## src/rtl/ltc_decoder.sv

```systemverilog
// ltc_decoder: biphase-mark LTC receiver; times line transitions, assembles the 80-bit frame and
// presents the BCD time fields on sync. Build macro LTC_BCD_CHECK_EN enables BCD range rejection.
//
// state    | meaning
// ST_IDLE  | no timing reference; the next edge only restarts the interval counter
// ST_BOUND | at a bit boundary, no half-bit pending
// ST_HALF  | one short interval seen, waiting for the second half of a 1 bit
module ltc_decoder #(
   parameter int SHORT_MAX = 8437,
   parameter int TIMEOUT   = 22500,
   parameter int CNT_W     = 16
) (
   input  logic       clk,
   input  logic       rst_n,
   input  logic       ltc_in,
   output logic [5:0] hours,
   output logic [6:0] minutes,
   output logic [6:0] seconds,
   output logic [5:0] frames,
   output logic       drop_frame,
   output logic       frame_valid,
   output logic       locked,
   output logic       bcd_err
);

   localparam logic [15:0]      SYNC_WORD = 16'hBFFC;
   localparam logic [CNT_W-1:0] SHORT_LIM = CNT_W'(SHORT_MAX);
   localparam logic [CNT_W-1:0] TMO_LAST  = CNT_W'(TIMEOUT - 1);
   localparam logic [CNT_W-1:0] TMO_SAT   = CNT_W'(TIMEOUT);

   typedef enum logic [1:0] {ST_IDLE, ST_BOUND, ST_HALF} state_t;

   state_t           state, state_d;
   logic             s1, s2, s3, edge_det;
   logic [CNT_W-1:0] cnt;
   logic             short_iv, tmo;
   logic             emit, emit_bit, phase_err;
   logic [79:1]      sr;
   logic [79:0]      sr_d;
   logic [6:0]       bit_cnt, bit_cnt_inc;
   logic             sync_hit, bcd_ok;

   always_ff @(posedge clk or negedge rst_n) begin
      if (!rst_n) begin
         s1 <= 1'b0;
         s2 <= 1'b0;
         s3 <= 1'b0;
      end else begin
         s1 <= ltc_in;
         s2 <= s1;
         s3 <= s2;
      end
   end

   assign edge_det = s2 ^ s3;

   always_ff @(posedge clk or negedge rst_n) begin
      if (!rst_n)
         cnt <= '0;
      else if (edge_det)
         cnt <= '0;
      else if (cnt != TMO_SAT)
         cnt <= cnt + 1'b1;
   end

   // cnt holds interval-1 when the closing edge is seen
   assign short_iv = (cnt < SHORT_LIM);
   assign tmo      = !edge_det && (cnt == TMO_LAST);

   always_ff @(posedge clk or negedge rst_n) begin
      if (!rst_n)
         state <= ST_IDLE;
      else
         state <= state_d;
   end

   always_comb begin
      state_d   = state;
      emit      = 1'b0;
      emit_bit  = 1'b0;
      phase_err = 1'b0;
      case (state)
         ST_IDLE: begin
            if (edge_det)
               state_d = ST_BOUND;
         end
         ST_BOUND: begin
            if (edge_det) begin
               if (short_iv)
                  state_d = ST_HALF;
               else
                  emit = 1'b1;
            end else if (tmo) begin
               state_d = ST_IDLE;
            end
         end
         ST_HALF: begin
            if (edge_det) begin
               state_d = ST_BOUND;
               if (short_iv) begin
                  emit     = 1'b1;
                  emit_bit = 1'b1;
               end else begin
                  phase_err = 1'b1;
               end
            end else if (tmo) begin
               state_d = ST_IDLE;
            end
         end
         default: state_d = ST_IDLE;
      endcase
   end

   // sr_d[0] is frame bit 0 only at the moment of sync, so it never needs storing
   assign sr_d        = {emit_bit, sr};
   assign bit_cnt_inc = (bit_cnt == 7'd81) ? 7'd81 : bit_cnt + 7'd1;
   assign sync_hit    = (sr_d[79:64] == SYNC_WORD);

`ifdef LTC_BCD_CHECK_EN
   // frames tens is two bits wide and can never exceed 3
   always_comb begin
      bcd_ok = 1'b1;
      if (sr_d[3:0] > 4'd9 || sr_d[19:16] > 4'd9 || sr_d[35:32] > 4'd9 || sr_d[51:48] > 4'd9)
         bcd_ok = 1'b0;
      if (sr_d[26:24] > 3'd5 || sr_d[42:40] > 3'd5)
         bcd_ok = 1'b0;
      if (sr_d[57:56] == 2'd3 || (sr_d[57:56] == 2'd2 && sr_d[51:48] > 4'd3))
         bcd_ok = 1'b0;
   end
`else
   assign bcd_ok = 1'b1;
`endif

   always_ff @(posedge clk or negedge rst_n) begin
      if (!rst_n) begin
         sr          <= '0;
         bit_cnt     <= '0;
         locked      <= 1'b0;
         frame_valid <= 1'b0;
         bcd_err     <= 1'b0;
         hours       <= '0;
         minutes     <= '0;
         seconds     <= '0;
         frames      <= '0;
         drop_frame  <= 1'b0;
      end else begin
         frame_valid <= 1'b0;
         bcd_err     <= 1'b0;
         if (tmo || phase_err) begin
            locked  <= 1'b0;
            bit_cnt <= '0;
         end else if (emit) begin
            sr <= sr_d[79:1];
            if (sync_hit) begin
               bit_cnt <= '0;
               if (bit_cnt_inc == 7'd80) begin
                  if (bcd_ok) begin
                     frames      <= {sr_d[9:8], sr_d[3:0]};
                     drop_frame  <= sr_d[10];
                     seconds     <= {sr_d[26:24], sr_d[19:16]};
                     minutes     <= {sr_d[42:40], sr_d[35:32]};
                     hours       <= {sr_d[57:56], sr_d[51:48]};
                     frame_valid <= 1'b1;
                     locked      <= 1'b1;
                  end else begin
                     bcd_err <= 1'b1;
                  end
               end else begin
                  locked <= 1'b0;
               end
            end else begin
               bit_cnt <= bit_cnt_inc;
               if (bit_cnt_inc == 7'd81)
                  locked <= 1'b0;
            end
         end
      end
   end

endmodule

```

## config.mk

```make
export PLATFORM = sky130hd
export DESIGN_NAME = ltc_decoder
export DESIGN_NICKNAME = d
export VERILOG_FILES = /design/src/rtl/ltc_decoder.sv
export SDC_FILE = /design/constraint.sdc
export NUM_CORES = 1
export LEC_CHECK = 0
export ABC_AREA = 1
export BUFFER_PORTS_ARGS = -buffer_cell sky130_fd_sc_hd__buf_2
export CORE_MARGIN = 2
export CORE_UTILIZATION = 60
export CTS_CLUSTER_SIZE = 28
export DETAILED_ROUTE_END_ITERATION = 7
export GPL_ROUTABILITY_DRIVEN = 0
export HOLD_SLACK_MARGIN = 0.1
export PLACE_DENSITY = 0.85
export SLEW_MARGIN = 20
export SYNTH_ARGS = -nofsm -noshare
export SYNTH_HDL_FRONTEND = slang
export SYNTH_SLANG_ARGS = --single-unit
```

## constraint.sdc

```tcl
create_clock -name clk -period 5.2 [get_ports clk]
set_input_delay 1.3 -clock clk [delete_from_list [all_inputs] [get_ports clk]]
set_output_delay 1.3 -clock clk [all_outputs]
set_load 0.01 [all_outputs]
```

## After elaboration in Yosys (flattened, before gate mapping)

Index checks and enable logic that the tools add are counted.

| storage, ports and cells | value |
|---|---|
| output and inout port bits | 30 |
| word-level logic and storage cells | 67 |
| input bits | 3 |
| register bits after elaboration | 136 |

| cells by class | value |
|---|---|
| $add $sub $neg | 2 |
| bitwise operators | 2 |
| reduce and logical (&&, ||, !) cells | 11 |
| eq/ne operators | 10 |
| order comparisons | 1 |
| multiplexer cells | 27 |

Operator list:

| cell | count |
|---|---|
| 2-to-1 mux 16 bit | 2 |
| 2-to-1 mux 7 bit | 4 |
| equality test 7 bit, second input constant | 3 |
| adder 16 x 1 -> 16 bit, second input constant | 1 |
| equality test 16 x 15 -> 1 bit, second input constant | 1 |
| equality test 16 bit, second input constant | 1 |
| < comparator 16 x 14 -> 1 bit, second input constant | 1 |
| inequality test 16 x 15 -> 1 bit, second input constant | 1 |
| 2-to-1 mux 1 bit | 14 |
| 2-to-1 mux 2 bit | 5 |
| adder 7 x 1 -> 7 bit, second input constant | 1 |
| case mux 2 bit (3 select lines) | 1 |
| AND reduction 2 bit | 3 |
| AND reduction 4 bit | 1 |
| nonzero test 2 bit | 2 |
| inequality test 3 bit, second input constant | 1 |
| nonzero test 3 bit | 1 |
| equality test 2 x 1 -> 1 bit, second input constant | 1 |
| equality test 2 bit, second input constant | 1 |
| zero test 2 bit | 1 |
| inequality test 2 bit, second input constant | 1 |
| case mux 1 bit (2 select lines) | 1 |
| logical AND 1 bit | 1 |
| zero test 1 bit | 1 |
| 3 further kinds | 3 |

## Logic depth before layout (Yosys ltp)

Gate-level depths: netlist (run 1).

| logic depth | value |
|---|---|
| depth in word-level cells | 8 |
| depth in mapped cells | 17 |
| mapped depth without buffers | 15 |

## Worst setup path before layout (run 1)

No wires, ideal clock.

| timing path | value |
|---|---|
| path type | reg2reg |
| start | register bit_cnt[0] |
| end | register hours[0] |
| required time | 5.083 ns |
| stages on the path, launching flop included | 15 |
| path slack | 3.315 ns |
| clock period less this slack | 1.885 ns |
| library setup time | 0.117 ns |
| arrival | 1.769 ns |
| path buffers | 2 |
| path through | dfrtp_1 > ha_1 > nand2_1 > inv_1 > nand3_1 > nand2_1 > nand3_1 > nor2_2 > inv_2 > nor2_4 > nand2_1 > buf_6 > buf_6 > nand2_1 > nand2_1 |

| on the way | value |
|---|---|
| word-level cells in the longest chain between the ends | 4 |
| elaborated cells between the ends (all ways) | 5 |
| those cells by class | 1 x add/sub; 2 x eq/ne; 1 x mux; 1 x reduce/logical |

RTL lines:

| element | RTL line | text |
|---|---|---|
| start: declaration | 40 | `logic [6:0] bit_cnt, bit_cnt_inc;` |
| start signal: assignment | 172 | `bit_cnt <= bit_cnt_inc;` |
| adder 7 x 1 -> 7 bit / equality test 7 bit (equally long branches) | 116 | `assign bit_cnt_inc = (bit_cnt == 7'd81) ? 7'd81 : bit_cnt + 7'd1;` |
| 2-to-1 mux 7 bit * | 116 |  |
| equality test 7 bit * | 156 | `if (bit_cnt_inc == 7'd80) begin` |
| AND reduction 4 bit (no source line) * | n/a |  |
| end signal: assignment | 162 | `hours <= {sr_d[57:56], sr_d[51:48]};` |
| end: declaration | 16 | `output logic [5:0] hours,` |

Every way passes the cells marked *; elsewhere a longest branch is shown, timed or not.
A chain may end at the register's enable or synchronous reset.

## Worst setup path after layout (run 1)

| timing path | value |
|---|---|
| start | register cnt[0] |
| end | register seconds[5] |

| on the way | value |
|---|---|
| word-level cells in the longest chain between the ends | 7 |
| elaborated cells between the ends (all ways) | 14 |
| those cells by class | 1 x order compare; 2 x eq/ne; 7 x mux; 1 x bitwise; 3 x reduce/logical |

RTL lines:

| element | RTL line | text |
|---|---|---|
| start: declaration | 35 | `logic [CNT_W-1:0] cnt;` |
| start signal: assignment | 63 | `cnt <= cnt + 1'b1;` |
| parallel branches: the longest is 6 deep, another holds < comparator 16 x 14 -> 1 bit | n/a |  |
| AND reduction 4 bit (no source line) * | n/a |  |
| end signal: assignment | 160 | `seconds <= {sr_d[26:24], sr_d[19:16]};` |
| end: declaration | 18 | `output logic [6:0] seconds,` |

Mark *: on every way between the ends.

==> results.py, run 1 <==
metrics = {
    "status": {
        "status": "finished clean",
    },
    "cells_and_area": {
        "areaGrowthSynthToFinish_pct": 12.1,
        "antenna_cells": 0,
        "seqCellArea_um2": 3400,
        "nFillCells": 735,
        "finish.net_count": 757,
        "drive_gt1_frac": 0.103,
        "multi_input_area_um2": 2290,
    },
    "cts": {
        "cts_setup_buffers": 0,
        "cts_buffers": 17,
        "cts_sinks": 136,
        "clk_latency_ns": 0.53,
        "ctsResizeCount": 0,
        "cts_hold_buffers": 0,
        "clk_pin_slew_worst_paths_ns": 0.06,
        "cts_root_buf": "clkbuf_8",
        "clock_path_buffers": 2,
        "cts_tree": "built",
        "cts_htree_levels": 4,
    },
    "worst_setup_path": {
        "reg2regPathDepth": 15,
        "worstSetupStartpointType": "flop",
        "crit_path_end_kind": "flop",
        "max_stage_delay_ns": 0.82,
        "cp.arrival_ns": 3.80,
        "rrSetupSlack_ns": 1.80,
        "crit_path_frequent_cell": "nand2_1",
        "path_delay_family": "simple AND/OR/NAND/NOR gates",
        "path_depth": 15,
        "path_max_fanout": 29,
        "worst-path-buf-inv": 3,
        "crit_type": "reg -> reg",
        "slowest_stage": "nand2_1",
        "critical_path_required_ns": 5.60,
        "crit_chain": "inv_1 > ha_1 > inv_1 > nand2_1 > nand2_1 > nand2_1 > nand2_1 > nand2_1 > nand2_1 > inv_2 > nand3_1 > nor2_4 > nand2_1 > nand2_1 > nand2_1",
    },
    "logic_synthesis": {
        "yosys_warnings": 0,
        "synth_area_um2": 6100,
        "ys.flop_type": "dfrtp_1",
        "synth_edf_count": 0,
        "netlist.top_cell.by_area": "dfrtp_1",
        "syn_nets": 741,
        "seq_area_frac_synth": 0.558,
        "async_flop_share": 1.00,
        "synth_top_area_frac": 0.558,
        "ys_seq_elements": 136,
        "yosys-top-cells-area": "dfrtp_1, nand2_1, o21ai_0",
        "synth.distinct_cells": 29,
        "syn_avg_cell_area_um2": 8.35,
        "synth_commonest_cells": "nand2_1, dfrtp_1, o21ai_0, nand3_1, inv_1",
        "netlist_instances": 730,
        "synth.most_common_cell": "nand2_1",
    },
    "drt": {
        "wl_per_cell_um": 14.6,
        "postRouteAntennaNets": 0,
        "post-route-drc-count": 0,
        "num_vias": 4940,
        "routed_wirelength_um": 13000,
        "drt_iter0_drc": 386,
        "vias_per_cell": 5.54,
        "dr.pass1.iters": 7,
    },
    "global_route": {
        "grt_pass1_vias": 4871,
        "grt_max_degree": 111,
        "gr-usage-all-layers": 0.252,
        "grt_first_pass_wirelength_um": 22200,
        "grt-ovfl-total": 0,
        "antenna_found_initial": 0,
    },
    "timing": {
        "rsz0062_at_grt": "false",
        "period_minus_slack_ns": 3.40,
        "max_freq_mhz": 294,
        "timing.hold.ws_ns": 0.355,
        "tns_ns": 0,
        "hold_violations": 0,
        "tightest_slew_ns": 1.04,
        "worst_slew_margin_rel": 0.303,
        "slew_violations": 0,
        "finalSetupViolCount": 0,
        "timing.final.crit_share": 0.653,
        "clock_skew_ns": 0.00747,
    },
    "floorplan": {
        "io_pins": 33,
        "initial_core_util": 0.621,
        "die_w_um": 105,
        "dieArea_um2": 11000,
        "fp.dieH_um": 105,
        "core.rowCount": 36,
        "coreArea_um2": 9820,
    },
    "place": {
        "placement.io_buffers": 31,
        "place_hpwl_um": 7470,
    },
    "flow_run": {
        "maxCapViolations": 0,
    },
    "min_path": {
        "hold_path.class": "reg -> reg",
        "hold_path_depth": 0,
    },
    "power": {
        "vdd_drop_max_mv": 0.204,
        "power.density_nw_per_um2": 380,
        "leakagePower_uw": 0.00377,
    },
}
[cell type report]
type / instances / area share
Inverter: 45 / 0.0247
Multi-Input combinational cell: 511 / 0.336
Timing Repair Buffer: 35 / 0.0280
Sequential cell: 136 / 0.498
Clock buffer: 22 / 0.0692
Clock inverter: 9 / 0.0201
Tap cell: 133 / 0.0243
[sequential cells by signal (all words and copies together) (netlist names), 2 cells and up]
name and count:
sr 79, state 2, bit_cnt 7, hours 6
seconds 7, cnt 16, minutes 7, frames 6
[worst reg2reg max path, stage by stage (launching register included)]
cell and delay (ns):
dfrtp_1 0.40, inv_1 0.13, ha_1 0.19, inv_1 0.06, nand2_1 0.07, nand2_1 0.06, nand2_1 0.07, nand2_1 0.10
nand2_1 0.08, nand2_1 0.10, inv_2 0.09, nand3_1 0.12, nor2_4 0.57, nand2_1 0.82, nand2_1 0.30, nand2_1 0.10
[final timing paths]
check	start	endpoint
hold reg to reg	s1$_DFF_PN0_	s2$_DFF_PN0_
max in group asynchronous	rst_n	sr[6]$_DFFE_PN0P_
setup reg to reg	cnt[0]$_DFFE_PN0P_	seconds[5]$_DFFE_PN0P_
hold / removal	s1$_DFF_PN0_	s2$_DFF_PN0_
setup / recovery	cnt[0]$_DFFE_PN0P_	seconds[5]$_DFFE_PN0P_
min in group asynchronous	rst_n	bit_cnt[5]$_DFFE_PN0P_
[cell usage in the layout (no fill, tap or decap), drive strengths merged]
cell type,netlist,routed
a21oi,8,8
a31oi,2,2
and2,2,2
buf,25,35
bufinv,0,3
clkbuf,13,22
clkinv,0,2
clkinvlp,0,1
conb,1,1
dfrtp,136,136
ha,8,8
inv,45,48
nand2,275,275
nand3,48,48
nand3b,2,2
nand4,7,7
nor2,39,39
nor3,10,10
nor3b,2,2
o21ai,103,103
o22ai,1,1
o31ai,1,1
xnor2,1,1
xor2,1,1
[cell families (layout without fill, tap and decap cells)]
group,after synthesis,after routing,synth area share
AND/OR/NAND/NOR,385,385,0.260
flip-flops,136,136,0.558
AO/OA/AOI/OAI,115,115,0.0954
buffers and inverters,83,111,0.0653
adder cells (fa/ha/maj),8,8,0.0164
XOR/XNOR,2,2,0.00411
other,1,1,0.000615
[power breakdown]
part / total (uW) / leakage (uW) / internal [uW] / switching (uW)
registers: 1120 / 0.00189 / 1090 / 36.8
clock network: 1240 / 0.000298 / 784 / 453
logic: 236 / 0.00158 / 65.7 / 171
total: 2600 / 0.00377 / 1940 / 661
[routing by layer]
layer | vias to the layer above | track usage | wire length (um)
li1 | 2366 | - | -
met1 | 2400 | 0.324 | 5590
met2 | 137 | 0.409 | 6510
met3 | 37 | 0.0555 | 502
met4 | 0 | 0.120 | 371
met5 | - | 0 | 0
[per-stage QoR]
step	util	cell area [um^2]	cells	power (uW)	setup WS, ns
6_report	0.696	6840	891	2600	1.80
3_3_place_gp	0.634	6220	860	1350	2.09
5_1_grt	0.696	6840	891	2690	1.52
2_1_floorplan	-	6100	730	1310	3.31
3_5_place_dp	0.634	6220	860	1370	1.96
4_1_cts	0.696	6840	891	2600	1.84
Note: power is estimated with default switching activity, not from simulation.
==> inputs of run 2 (changes only) <==
- CORE_UTILIZATION: 60 -> 55
- PLACE_DENSITY: 0.85 -> 0.83
- clock period: 5.2 -> 3.05 ns (I/O delays scaled with it)
==> run 2 against run 1 <==
Final cell count rose by 1.5%; clock-buffer cell count decreased by 1; sequential power grew 71%; critical path depth shrank 1; via count fell by 0.81%; clock power is 65% higher; fmax grew 45%; critical path type unchanged; largest cell class unchanged; largest power group unchanged.
==> results.py, run 2 (same netlist as run 1, synthesis figures left out) <==
metrics = {
    "worst_setup_path": {
        "worst-path-buf-inv": 3,
        "crit_path_frequent_cell": "nand2_1",
        "rrSetupSlack_ns": 0.71,
        "max_stage_delay_ns": 0.52,
        "slowest_stage": "buf_4",
        "timing.rr.start": "cnt[0]$_DFFE_PN0P_",
        "crit_type": "reg -> reg",
        "critical_path_required_ns": 3.51,
        "path_max_fanout": 70,
        "path_delay_family": "simple AND/OR/NAND/NOR gates",
        "reg2regPathDepth": 14,
        "crit_chain": "inv_1 > ha_1 > inv_1 > nand2_1 > nand2_1 > nand2_1 > nand2_1 > nand2_1 > nand2_1 > nand2_1 > nand2_2 > buf_4 > o21ai_0 > nand2_1",
        "crit_path_end_kind": "flop",
        "cp.arrival_ns": 2.80,
        "worstSetupStartpointType": "flop",
        "reg2reg_to": "sr[70]$_DFFE_PN0P_",
    },
    "place": {
        "placement.io_buffers": 31,
        "placed_cell_area_um2": 6290,
        "place_hpwl_um": 7370,
    },
    "cts": {
        "ctsResizeCount": 0,
        "cts_setup_buffers": 0,
        "clk_latency_ns": 0.53,
        "clk_pin_slew_worst_paths_ns": 0.06,
        "cts_tree": "built",
        "cts_root_buf": "clkbuf_8",
        "cts_htree_levels": 4,
        "cts_hold_buffers": 0,
        "cts_sinks": 136,
        "cts_buffers": 17,
        "clock_path_buffers": 2,
    },
    "drt": {
        "post-route-drc-count": 0,
        "vias_per_cell": 5.42,
        "wl_per_cell_um": 13.6,
        "routed_wirelength_um": 12300,
        "num_vias": 4900,
        "drt_iter0_drc": 439,
        "dr.pass1.iters": 7,
        "postRouteAntennaNets": 0,
    },
    "power": {
        "vdd_drop_max_mv": 0.341,
        "power_uw": 4360,
        "p_int_uw": 3260,
        "p_seq_frac": 0.439,
        "switching_power_uw": 1100,
        "swShare": 0.252,
        "leakagePower_uw": 0.00379,
        "clkPwrFrac": 0.469,
        "power.density_nw_per_um2": 633,
        "pwr-share-comb": 0.091,
    },
    "flow_run": {
        "maxCapViolations": 0,
    },
    "timing": {
        "period_minus_slack_ns": 2.34,
        "hold_violations": 0,
        "worst_slew_margin_rel": 0.525,
        "tns_ns": 0,
        "slew_violations": 0,
        "max_freq_mhz": 428,
        "finalSetupViolCount": 0,
        "timing.hold.ws_ns": 0.261,
        "tightest_slew_ns": 0.713,
        "clock_skew_ns": 0.00579,
        "rsz0062_at_grt": "false",
        "timing.final.crit_share": 0.766,
    },
    "global_route": {
        "grt_first_pass_wirelength_um": 21100,
        "grt.met2_usage": 0.377,
        "grt_pass1_vias": 4854,
        "antenna_found_initial": 0,
        "use_met3": 0.0460,
        "top_usage_layer": "met2",
        "grtUsageMet1": 0.282,
        "grt_max_degree": 86,
        "grt-ovfl-total": 0,
        "gr-usage-all-layers": 0.224,
    },
    "cells_and_area": {
        "finish.net_count": 763,
        "regMostFlops": "sr",
        "reg_top3": "sr x79, cnt x16",
        "seqCellArea_um2": 3400,
        "antenna_cells": 0,
        "fin_util": 0.635,
        "mostFrequentLayoutCells": "nand2_1, dfrtp_1, o21ai_0",
        "final_common_cell": "nand2_1",
        "drive_gt1_frac": 0.109,
        "nFillCells": 868,
        "multi_input_area_um2": 2290,
        "areaGrowthSynthToFinish_pct": 12.9,
        "design_area_um2": 6880,
        "largest_register_ff_count": 79,
    },
    "status": {
        "status": "finished clean",
    },
    "floorplan": {
        "fp.dieH_um": 109,
        "core.rowCount": 38,
        "dieArea_um2": 11900,
        "initial_core_util": 0.562,
        "coreArea_um2": 10800,
        "die_w_um": 109,
        "io_pins": 33,
    },
    "min_path": {
        "hold_path.class": "in -> async",
    },
}
[run 2: cell types whose count changed in the layout (fill, tap and decap cells not counted), sizes merged]
| cell | previous run | this run |
|---|---|---|
| clkinvlp | 1 | 0 |
| clkinv | 2 | 5 |
| buf | 35 | 41 |
| clkbuf | 22 | 21 |
| inv | 48 | 47 |
[run 2: layout make-up]
cell class / count / area share
sequential: 136 / 0.494
multi-input combinational: 511 / 0.333
clock buffer: 21 / 0.0652
timing repair buffer: 41 / 0.0362
tap: 140 / 0.0254
inverter: 45 / 0.0245
clock inverter: 10 / 0.0209
[run 2: worst register-to-register path: stages (launching register included)]
cell and delay [ns]:
dfrtp_1 0.37, inv_1 0.08, ha_1 0.19, inv_1 0.07, nand2_1 0.05, nand2_1 0.05, nand2_1 0.04, nand2_1 0.12
nand2_1 0.06, nand2_1 0.11, nand2_1 0.08, nand2_2 0.18, buf_4 0.52, o21ai_0 0.24, nand2_1 0.10
[run 2: metrics by stage]
stage,setup WS [ns],std cells
3_3_place_gp,0.913,873
2_1_floorplan,1.16,730
6_report,0.713,904
3_5_place_dp,0.738,873
5_1_grt,0.434,904
4_1_cts,0.726,904
[run 2: worst max path at each step]
stage | from | to | slack, ns | depth (start not counted)
floorplan | bit_cnt[0]$_DFFE_PN0P_ | hours[0]$_DFFE_PN0P_ | 1.16 | 14
global placement | cnt[0]$_DFFE_PN0P_ | sr[36]$_DFFE_PN0P_ | 0.91 | 14
detailed placement | cnt[0]$_DFFE_PN0P_ | sr[15]$_DFFE_PN0P_ | 0.74 | 14
CTS | cnt[0]$_DFFE_PN0P_ | sr[15]$_DFFE_PN0P_ | 0.73 | 14
global route | cnt[0]$_DFFE_PN0P_ | sr[10]$_DFFE_PN0P_ | 0.43 | 14
finish | cnt[0]$_DFFE_PN0P_ | sr[70]$_DFFE_PN0P_ | 0.71 | 14
[run 2: layer usage]
metal | part of all wire | wire length (um) | up-vias
li1 | - | - | 2377
met1 | 0.44 | 5390 | 2387
met2 | 0.50 | 6180 | 115
met3 | 0.039 | 483 | 21
met4 | 0.017 | 204 | 0
met5 | 0 | 0 | -
[run 2: power by group through the flow]
stage          Combinational [uW]  Clock, uW  Sequential (uW)
6_report                      399       2040             1920
5_1_grt                       470       2160             1920
4_1_cts                       400       2090             1910
3_5_place_dp                  393          0             1950
3_3_place_gp                  373          0             1940
2_1_floorplan                 317          0             1920
==> inputs of run 3 (changes only) <==
- ABC_AREA: 1 -> 0
- clock period: 3.05 -> 2.1 ns (I/O delays scaled with it)
==> run 3 against run 2 <==
The run now ends with negative setup slack left; global-route usage grew 2.6 points; utilization up 15 points; worst setup slack got worse by 1.2 ns.
==> results.py, run 3 <==
metrics = {
    "status": {
        "status": "finished, violations left",
        "violations": "negative setup slack",
    },
    "global_route": {
        "grt_pass1_vias": 4363,
        "grt-ovfl-total": 0,
        "gr-usage-all-layers": 0.250,
        "antenna_found_initial": 0,
        "grt_max_degree": 44,
        "grt_first_pass_wirelength_um": 22000,
    },
    "logic_synthesis": {
        "yosys_warnings": 0,
        "yosys-top-cells-area": "dfrtp_1, mux2_2, nor2_1",
        "async_flop_share": 1.00,
        "synth_top_area_frac": 0.576,
        "synth_area_um2": 5910,
        "syn_avg_cell_area_um2": 13.3,
        "syn_nets": 457,
        "synth_commonest_cells": "dfrtp_1, mux2_2, nor2_1, nand2_1, nand4_1",
        "netlist_instances": 446,
        "synth_edf_count": 0,
        "synth.distinct_cells": 54,
        "netlist.top_cell.by_area": "dfrtp_1",
        "seq_area_frac_synth": 0.576,
        "synth.most_common_cell": "dfrtp_1",
        "ys_seq_elements": 136,
        "ys.flop_type": "dfrtp_1",
    },
    "floorplan": {
        "dieArea_um2": 11600,
        "fp.dieH_um": 108,
        "core.rowCount": 37,
        "coreArea_um2": 10400,
        "io_pins": 33,
        "die_w_um": 108,
        "initial_core_util": 0.570,
    },
    "drt": {
        "vias_per_cell": 6.35,
        "postRouteAntennaNets": 0,
        "wl_per_cell_um": 25.7,
        "routed_wirelength_um": 18300,
        "dr.pass1.iters": 5,
        "post-route-drc-count": 0,
        "drt_iter0_drc": 374,
        "num_vias": 4518,
    },
    "timing": {
        "hold_violations": 0,
        "worst_slack_ns": -0.477,
        "worst_slew_margin_rel": 0.577,
        "timing.final.crit_share": 1.23,
        "clock_skew_ns": 0.0151,
        "slew_violations": 0,
        "tns_ns": -45.46,
        "period_minus_slack_ns": 2.58,
        "tightest_slew_ns": 0.629,
        "rsz0062_at_grt": "true",
        "max_freq_mhz": 388,
        "finalSetupViolCount": 118,
    },
    "worst_setup_path": {
        "path_delay_family": "simple AND/OR/NAND/NOR gates",
        "worstSetupEndpoint": "sr[69]$_DFFE_PN0P_",
        "crit_path_frequent_cell": "buf_12",
        "path_max_fanout": 8,
        "crit_start": "cnt[11]$_DFFE_PN0P_",
        "slowest_stage": "or4_4",
        "rrSetupSlack_ns": -0.48,
        "crit_path_end_kind": "flop",
        "reg2regPathDepth": 8,
        "worstSetupStartpointType": "flop",
        "cp.arrival_ns": 3.01,
        "path_depth": 8,
        "timing.rr.start": "cnt[11]$_DFFE_PN0P_",
        "critical_path_required_ns": 2.53,
        "reg2reg_to": "sr[69]$_DFFE_PN0P_",
        "worst-path-buf-inv": 3,
        "max_stage_delay_ns": 0.59,
        "crit_type": "reg -> reg",
        "crit_chain": "or4_4 > nor4_4 > a21oi_4 > mux2i_4 > buf_12 > buf_12 > clkbuf_16 > mux2_4",
    },
    "power": {
        "power_uw": 7610,
        "vdd_drop_max_mv": 0.754,
        "power.density_nw_per_um2": 940,
        "leakagePower_uw": 0.00390,
    },
    "cts": {
        "cts_tree": "built",
        "cts_buffers": 17,
        "cts_root_buf": "clkbuf_8",
        "cts_htree_levels": 4,
        "clock_path_buffers": 2,
        "clk_pin_slew_worst_paths_ns": 0.07,
        "cts_sinks": 136,
        "clk_latency_ns": 0.55,
    },
    "cells_and_area": {
        "regMostFlops": "sr",
        "antenna_cells": 0,
        "design_area_um2": 8090,
        "reg_top3": "sr x79, cnt x16",
        "fin_util": 0.780,
        "final_common_cell": "dfrtp_1",
        "mostFrequentLayoutCells": "dfrtp_1, mux2_4, buf_4",
        "largest_register_ff_count": 79,
        "drive_gt1_frac": 0.471,
        "areaGrowthSynthToFinish_pct": 36.8,
        "finish.net_count": 574,
    },
    "place": {
        "placement.io_buffers": 31,
        "placed_cell_area_um2": 6670,
        "place_hpwl_um": 7510,
    },
    "min_path": {
        "hold_path.class": "reg -> reg",
    },
    "flow_run": {
        "maxCapViolations": 0,
    },
}
[run 3: cell type report]
| type | instances | area, um^2 |
|---|---|---|
| Clock inverter | 13 | 145 |
| Timing Repair Buffer | 117 | 1160 |
| Tap cell | 136 | 170 |
| Clock buffer | 18 | 418 |
| Multi-Input combinational cell | 282 | 2760 |
| Fill cell | 520 | 2280 |
| Sequential cell | 136 | 3400 |
| Inverter | 9 | 33.8 |
[run 3: worst min path at each step]
stage	from	to	slack [ns]	cells after the start
final	s1$_DFF_PN0_	s2$_DFF_PN0_	0.35	0
after global routing	s1$_DFF_PN0_	s2$_DFF_PN0_	0.36	0
after CTS	s1$_DFF_PN0_	s2$_DFF_PN0_	0.35	0
after detailed placement	s1$_DFF_PN0_	s2$_DFF_PN0_	0.34	0
after global placement	s1$_DFF_PN0_	s2$_DFF_PN0_	0.33	0
after floorplan	rst_n	bit_cnt[0]$_DFFE_PN0P_	0.23	0
[run 3: metal layers]
layer  wire, um  track usage  vias up
met5          0            0        -
met4       1320        0.114        0
met3       1260       0.0642      110
met2       9190        0.443      297
met1       6510        0.280     2269
li1           -            -     1842
[run 3: repair_timing]
action	4_1_cts	5_1_grt
pin swaps	8	8
resized for setup	14	108
setup buffers	2	9
hold endpoints to repair	41	0
cloned	1	11
endpoints found under the setup margin	113	116
hold buffers	2	0
[run 3: through the flow]
step | hold WS, ns | worst slack [ns] | cells
5_1_grt | 0.363 | -0.535 | 711
2_1_floorplan | 0.229 | -0.307 | 446
6_report | 0.349 | -0.477 | 711
3_3_place_gp | 0.332 | -0.179 | 656
4_1_cts | 0.353 | -0.321 | 692
3_5_place_dp | 0.336 | -0.268 | 656
[run 3: cells by family after synthesis]
family,synth area share
buffers and inverters,0.0250
AO/OA/AOI/OAI,0.0478
AND/OR/NAND/NOR,0.105
flip-flops,0.576
multiplexers,0.207
other,0.000634
adder cells (fa/ha/maj),0.0169
XOR/XNOR,0.0222
[run 3: power by group]
group,switching [uW],internal (uW)
sequential,83.1,2720
combinational,915,936
clock,1260,1700
